### src/rtl/escalonador_operar_vetores.sv
// Round-robin scheduler that shares one vector-operator datapath (bitwise OR,
// logical OR, NOT of {a,b}) between two requesters, one operation in flight.
module escalonador_operar_vetores #(
  parameter int WIDTH = 3,
  parameter int CNT_W = 8
) (
  input  logic               clk,
  input  logic               rst_n,
  input  logic               req0_valid,
  output logic               req0_ready,
  input  logic [WIDTH-1:0]   req0_a,
  input  logic [WIDTH-1:0]   req0_b,
  input  logic [1:0]         req0_op,
  input  logic               req1_valid,
  output logic               req1_ready,
  input  logic [WIDTH-1:0]   req1_a,
  input  logic [WIDTH-1:0]   req1_b,
  input  logic [1:0]         req1_op,
  output logic               resp_valid,
  input  logic               resp_ready,
  output logic               resp_id,
  output logic [2*WIDTH-1:0] resp_data,
  output logic               resp_err,
  output logic [CNT_W-1:0]   op_count,
  output logic [1:0]         debug_state
);

  // Handshakes: a transfer happens on the rising edge where valid and ready
  // are both high. Requesters hold operands while valid & !ready; the consumer
  // sees resp_* stable from resp_valid rising until resp_valid & resp_ready.

  typedef enum logic [1:0] {
    ST_IDLE = 2'd0,
    ST_EXEC = 2'd1,
    ST_RESP = 2'd2
  } state_t;

  localparam logic [1:0] OP_OR_BIT = 2'b00;
  localparam logic [1:0] OP_OR_LOG = 2'b01;
  localparam logic [1:0] OP_NOT    = 2'b10;

  state_t             state;
  state_t             state_nx;
  logic               last_grant;
  logic               grant;
  logic               any_valid;
  logic               accept;
  logic               retire;
  logic [WIDTH-1:0]   cap_a;
  logic [WIDTH-1:0]   cap_b;
  logic [1:0]         cap_op;
  logic               cap_id;
  logic [2*WIDTH-1:0] exec_data;
  logic               exec_err;

  // Round-robin: on contention the requester that did not win last time wins.
  always_comb begin
    any_valid = req0_valid | req1_valid;
    if (req0_valid && req1_valid) grant = ~last_grant;
    else                          grant = req1_valid;
  end

  assign accept = (state == ST_IDLE) && any_valid;
  assign retire = (state == ST_RESP) && resp_ready;

  // FSM state register
  always_ff @(posedge clk) begin
    if (!rst_n) state <= ST_IDLE;
    else        state <= state_nx;
  end

  // FSM next-state logic
  always_comb begin
    state_nx = state;
    case (state)
      ST_IDLE: if (any_valid) state_nx = ST_EXEC;
      ST_EXEC: state_nx = ST_RESP;
      ST_RESP: if (resp_ready) state_nx = ST_IDLE;
      default: state_nx = ST_IDLE;
    endcase
  end

  // FSM outputs
  always_comb begin
    req0_ready  = (state == ST_IDLE) && req0_valid && !grant;
    req1_ready  = (state == ST_IDLE) && req1_valid && grant;
    resp_valid  = (state == ST_RESP);
    debug_state = state;
  end

  // Operator datapath, evaluated on the captured operands
  always_comb begin
    exec_data = '0;
    exec_err  = 1'b0;
    case (cap_op)
      OP_OR_BIT: exec_data = {{WIDTH{1'b0}}, cap_a | cap_b};
      OP_OR_LOG: exec_data = {{(2*WIDTH-1){1'b0}}, (|cap_a) || (|cap_b)};
      OP_NOT:    exec_data = ~{cap_a, cap_b};
      default:   exec_err  = 1'b1;
    endcase
  end

  // Operand capture, arbitration memory, result and counter registers
  always_ff @(posedge clk) begin
    if (!rst_n) begin
      last_grant <= 1'b1;
      cap_a      <= '0;
      cap_b      <= '0;
      cap_op     <= '0;
      cap_id     <= 1'b0;
      resp_id    <= 1'b0;
      resp_data  <= '0;
      resp_err   <= 1'b0;
      op_count   <= '0;
    end else begin
      if (accept) begin
        last_grant <= grant;
        cap_id     <= grant;
        cap_a      <= grant ? req1_a  : req0_a;
        cap_b      <= grant ? req1_b  : req0_b;
        cap_op     <= grant ? req1_op : req0_op;
      end
      if (state == ST_EXEC) begin
        resp_id   <= cap_id;
        resp_data <= exec_data;
        resp_err  <= exec_err;
      end
      if (retire) op_count <= op_count + 1'b1;
    end
  end

endmodule

### config.mk
export PLATFORM = sky130hd
export DESIGN_NAME = escalonador_operar_vetores
export DESIGN_NICKNAME = d
export VERILOG_FILES = /design/src/rtl/escalonador_operar_vetores.sv
export SDC_FILE = /design/constraint.sdc
export NUM_CORES = 1
export LEC_CHECK = 0
export ABC_AREA = 0
export BUFFER_PORTS_ARGS = -buffer_cell sky130_fd_sc_hd__buf_2
export CORE_MARGIN = 2
export CORE_UTILIZATION = 53
export DETAILED_ROUTE_END_ITERATION = 8
export PLACE_DENSITY = 0.83
export SYNTH_ARGS = -nofsm -noshare
export SYNTH_HDL_FRONTEND = slang
export SYNTH_SLANG_ARGS = --single-unit
### constraint.sdc
create_clock -name clk -period 2.8 [get_ports clk]
set_clock_uncertainty 0.15 [all_clocks]
set_input_delay 0.28 -clock clk [delete_from_list [all_inputs] [get_ports clk]]
set_output_delay 0.28 -clock clk [all_outputs]
set_load 0.01 [all_outputs]
Word-level counts from Yosys, hierarchy flattened
Index checks and enable logic that the tools add are counted.
- register bits after elaboration: 28
- input port bits: 21
- word-level logic and storage cells: 45
- add/sub/neg operators: 1
- equal/unequal tests: 6
- muxes and demuxes: 9
- bitwise gates (word level): 4
- reductions and logical operators: 15
- operator list (kind ; number):
    $pmux 6 s3 ; 1
    $reduce_or 3->1 ; 3
    $add 8x1->8 const B ; 1
    $logic_and 1x1->1 ; 7
    $mux 2 ; 3
    $mux 3 ; 2
    $not 6->6 ; 1
    $pmux 2 s3 ; 1
    $eq 2x1->1 const B ; 2
    $eq 2x2->1 const B ; 2
    $logic_not 2->1 ; 2
    $or 3x3->3 ; 1
    $mux 1 ; 2
    $ne 2x1->1 const B ; 1
    $ne 2x2->1 const B ; 1
    $reduce_and 2->1 ; 1
    $logic_not 1->1 ; 1
    $logic_or 1x1->1 ; 1
    $not 1->1 ; 1
    $or 1x1->1 ; 1

Longest topological paths before layout
- depth in word-level cells: 4
- depth in mapped cells: 4
- mapped depth without buffers: 4

Least setup slack after synthesis
OpenSTA, ideal clock, no wires.
- kind: register -> register
- from: reg cap_b[1]
- to: reg resp_data[0]
- arrival time: 1271 ps
- required time: 2526 ps
- slack: 1255 ps
- cell stages (with the launch flop): 4
- buffers on the path: 0
- cell sequence: dfxtp_1 -> or4_4 -> a2111oi_4 -> o21ai_1
- longest elaborated chain between the ends: 3
- ends and longest elaborated chain (element ; line ; text):
    from (decl) ; 50 ; logic [WIDTH-1:0] cap_b;
    from (signal assigned) ; 120 ; cap_b <= grant ? req1_b : req0_b;
    $reduce_or 3->1 ; 97 ; OP_OR_LOG: exec_data = {{(2*WIDTH-1){1'b0}}, (|cap_a) || (|cap_b)};
    $logic_or 1x1->1 ; 97 ;
    $pmux 6 s3 ; 95 ; case (cap_op)
    to (signal assigned) ; 125 ; resp_data <= exec_data;
    to (decl) ; 22 ; output logic [2*WIDTH-1:0] resp_data,
No other way between the ends.
A chain may end at the register's enable or synchronous reset.

Final worst setup path
- from: reg state[1], in the netlist debug_state[1]
- to: out req0_ready
- longest elaborated chain between the ends: 3
- ends and longest elaborated chain (element ; line ; text):
    from (decl) ; 42 ; state_t state;
    from (signal assigned) ; 69 ; else state <= state_nx;
    $logic_not 2->1 ; 85 ; req0_ready = (state == ST_IDLE) && req0_valid && !grant;
    $logic_and 1x1->1 (2 in a row) ; 85 ;
    to (decl) ; 10 ; output logic req0_ready,
No other way between the ends.

==> results.py <==
metrics = {
    "global_route": {
        "antenna_found_initial": 0,
        "grt_pass1_wl_mm": 4.51,
        "grt_max_degree": 24,
        "gr-total-overflow": 0,
        "via_count_of_the_first_global_routing_pass": 1038,
        "grt_use_total": 0.222,
    },
    "clocking": {
        "cts-htree-levels": 1,
        "cts_tree": "yes",
        "cts_made_buffers": 3,
        "worstSkewPairLatency_ps": 330,
        "cts_repair_resize_count": 0,
        "max-clock-path-buffers": 2,
        "cts_root_buf": "sky130_fd_sc_hd__clkbuf_4",
        "clock_sinks": 28,
        "postCtsHoldBufs": 0,
        "post-cts-setup-buffer-count": 0,
        "cts_clk_pin_slew_worst_paths_ps": 150,
    },
    "synth": {
        "synthesis.yosys.warnings": 0,
        "synth-main-ff-cell": "sky130_fd_sc_hd__dfxtp_1",
        "synth.net_count": 163,
        "syn_area_per_cell_um2": 9.10,
        "post_synthesis_compound_gate_area_fraction": 0.224,
        "post_synth_inst_count": 141,
        "synth_adder_area_share": 0.00976,
        "most_frequent_cells_after_synthesis": "28 x sky130_fd_sc_hd__dfxtp_1, 23 x sky130_fd_sc_hd__a21oi_1, 13 x sky130_fd_sc_hd__nand2_1",
        "ys_ff_latch": 28,
        "asyncSetResetFlopFracSynth": 0,
        "synth.largest_area_cell": "sky130_fd_sc_hd__dfxtp_1",
        "synth-edff-count": 0,
        "yosys-mux-area-fraction": 0.0780,
        "synthDominantCellAreaShare": 0.437,
        "post_synth_main_area_contributors": "sky130_fd_sc_hd__dfxtp_1 44%, sky130_fd_sc_hd__a21oi_1 9.0%, sky130_fd_sc_hd__mux2i_1 7.8%",
        "xor_xnor_fraction_of_synth_area": 0.00683,
        "yosysMostFrequentCell": "sky130_fd_sc_hd__dfxtp_1",
        "post_synthesis_simple_gate_area_fraction": 0.212,
        "synth_top_family_by_area": "compound AO/OA/AOI/OAI gates",
        "yosysSeqAreaShare": 0.437,
        "syn_area_um2": 1280,
        "synth_cell_type_count": 33,
    },
    "pwr": {
        "power-per-cell-area_nw_per_um2": 556,
        "power.clock.fraction": 0.304,
        "power.share.sequential": 0.529,
        "power.leakage_nw": 0.672,
        "report.power.total_uw": 862,
        "cellInternalPower_uw": 639,
        "worst_ir_drop_vdd_mv": 0.380,
        "power.share.switching": 0.258,
        "p_switching_uw": 222,
        "power.share.combinational": 0.166,
    },
    "drt": {
        "drt-initial-drc-count": 20,
        "routed-via-count": 1161,
        "detail_route.drc_violations": 0,
        "via_per_inst": 5.61,
        "route.detailed.wl_per_inst_um": 13.0,
        "route.final.wire_length_mm": 2.69,
        "drt_pass1_iterations": 4,
        "ant_nets": 0,
    },
    "placed_design": {
        "finalWeightedCongestion": 0.816,
        "pre_cts_ws_ps": 957,
        "place.port_buffers": 41,
        "placed_area_um2": 1500,
        "placed_cells_incl_taps": 203,
        "dp_hpwl_mm": 2.07,
    },
    "timing": {
        "rsz_0062_raised_after_global_routing": "no",
        "finalHoldWorstSlack_ps": 51.8,
        "setup_tns_ps": 0,
        "final_max_slew_viol_count": 0,
        "worst_max_slew_pin_slew_ps": 796,
        "setup_slack_ps": 603,
        "fmax_mhz": 455,
        "layout_min_cycle_time_ps": 2200,
        "setup_viol": 0,
        "slew-limit-headroom": 0.468,
        "fin_hold_viols": 0,
        "layout_worst_path_cycle_share": 0.785,
    },
    "min_path": {
        "worst_hold_path.num_cells": 2,
        "min_path_type": "in -> reg",
    },
    "setup_path": {
        "worst_r2r_path_depth": 3,
        "critical_path.reg2reg.endpoint": "cap_b[2]$_SDFFE_PN0P_",
        "crit_path_start_kind": "flip-flop",
        "worstPathCellList": "nor2_1 > nand2_1 > nor2_1 > buf_2",
        "critPathSlowestCell": "sky130_fd_sc_hd__nor2_1",
        "critical_path.max_stage_delay_ps": 640,
        "rrSetupSlack_ps": 940,
        "worstPathArrival_ps": 1770,
        "timing.critical_path.to_type": "output port",
        "crit-reg2reg-launch": "debug_state[1]$_SDFFE_PN0P_",
        "crit_cells": 4,
        "critical_path_data_required_time_ps": 2370,
        "critical_path_peak_fanout": 15,
        "path_common_cell": "sky130_fd_sc_hd__nor2_1",
        "worst_path_dominant_cell_family": "simple AND/OR/NAND/NOR gates",
        "crit_type": "reg -> out",
        "endpoint": "req0_ready",
        "startpoint": "debug_state[1]$_SDFFE_PN0P_",
        "worst-path-buf-inv": 1,
    },
    "floorplanning": {
        "initial_core_util": 0.569,
        "pin_count": 42,
        "chipWidth_um": 53.2,
        "dieArea_um2": 2830,
        "floorplan.die.height_um": 53.2,
        "placement_rows": 17,
        "placeableCoreArea_um2": 2250,
    },
    "final_layout": {
        "finish.utilization": 0.687,
        "number_of_nets_in_the_layout": 202,
        "finalNonFillerCells": 207,
        "antenna_cells": 0,
        "final_cell_area_um2": 1550,
        "final.fill_count": 203,
        "area_growth_syn_to_layout_pct": 20.8,
        "layout-drive-gt1-share": 0.279,
    },
    "flow_run": {
        "cap_viol_max_count": 0,
    },
    "status": {
        "run_status": "completed",
    },
}
[per-layer routing]
metal	global-route usage	vias to the layer above	share of wire
met5	0	-	0
met4	0.0769	0	0.013
met3	0.0508	4	0.054
met2	0.385	34	0.50
met1	0.266	529	0.44
li1	-	594	-
[cells by family after synthesis]
family / count (synthesis)
AOI/OAI and AO/OA: 44
muxes: 10
adders and majority gates: 1
and+or+nand+nor: 47
buffers and inverters: 10
xor gates and xnor gates: 1
DFF: 28
[layout make-up]
class	instances	area (um^2)	area share
multi-input cells	103	681	0.439
flip-flops and latches	28	561	0.362
repair buffers	42	213	0.137
well taps	28	35.0	0.0226
clock inverters	1	30.0	0.0194
clock buffers	3	22.5	0.0145
inverters	2	7.51	0.00485
[power by group through the flow]
stage | sequential (mW) | clock (mW) | combinational (mW)
6_report | 0.456 | 0.262 | 0.143
3_3_place_gp | 0.463 | 0 | 0.140
4_1_cts | 0.456 | 0.271 | 0.145
2_1_floorplan | 0.460 | 0 | 0.102
5_1_grt | 0.462 | 0.283 | 0.162
3_5_place_dp | 0.465 | 0 | 0.145
[worst reg2reg max path, stage by stage, from the launching register on]
cell and delay [ps]:
sky130_fd_sc_hd__dfxtp_1 420, sky130_fd_sc_hd__nor2_1 640, sky130_fd_sc_hd__and2_1 400, sky130_fd_sc_hd__a211oi_1 120
[worst min-delay path by stage]
stage	from	end	slack, ps
final	rst_n	last_grant$_SDFFE_PN1P_	50
after global routing	rst_n	cap_id$_SDFFE_PN0P_	60
after CTS	rst_n	last_grant$_SDFFE_PN1P_	40
after detailed placement	resp_data[1]$_SDFFE_PN0N_	resp_data[1]$_SDFFE_PN0N_	290
after global placement	cap_id$_SDFFE_PN0P_	resp_id$_SDFFE_PN0N_	290
after floorplan	rst_n	last_grant$_SDFFE_PN1P_	210
[sequential cells by signal, indices dropped and copies added, names as in the netlist]
signal       flops
cap_b            3
last_grant       1
cap_a            3
cap_id           1
resp_data        6
debug_state      2
resp_id          1
op_count         8
resp_err         1
cap_op           2
[cell usage in the layout, fill, tap and decap left out, drive strengths merged, types with 6 or more instances in the layout]
cell / n
mux2i: 10
nand2: 13
nand3: 6
dfxtp: 28
a211oi: 8
buf: 42
a21oi: 23
Power figures use the tool's default switching activity.
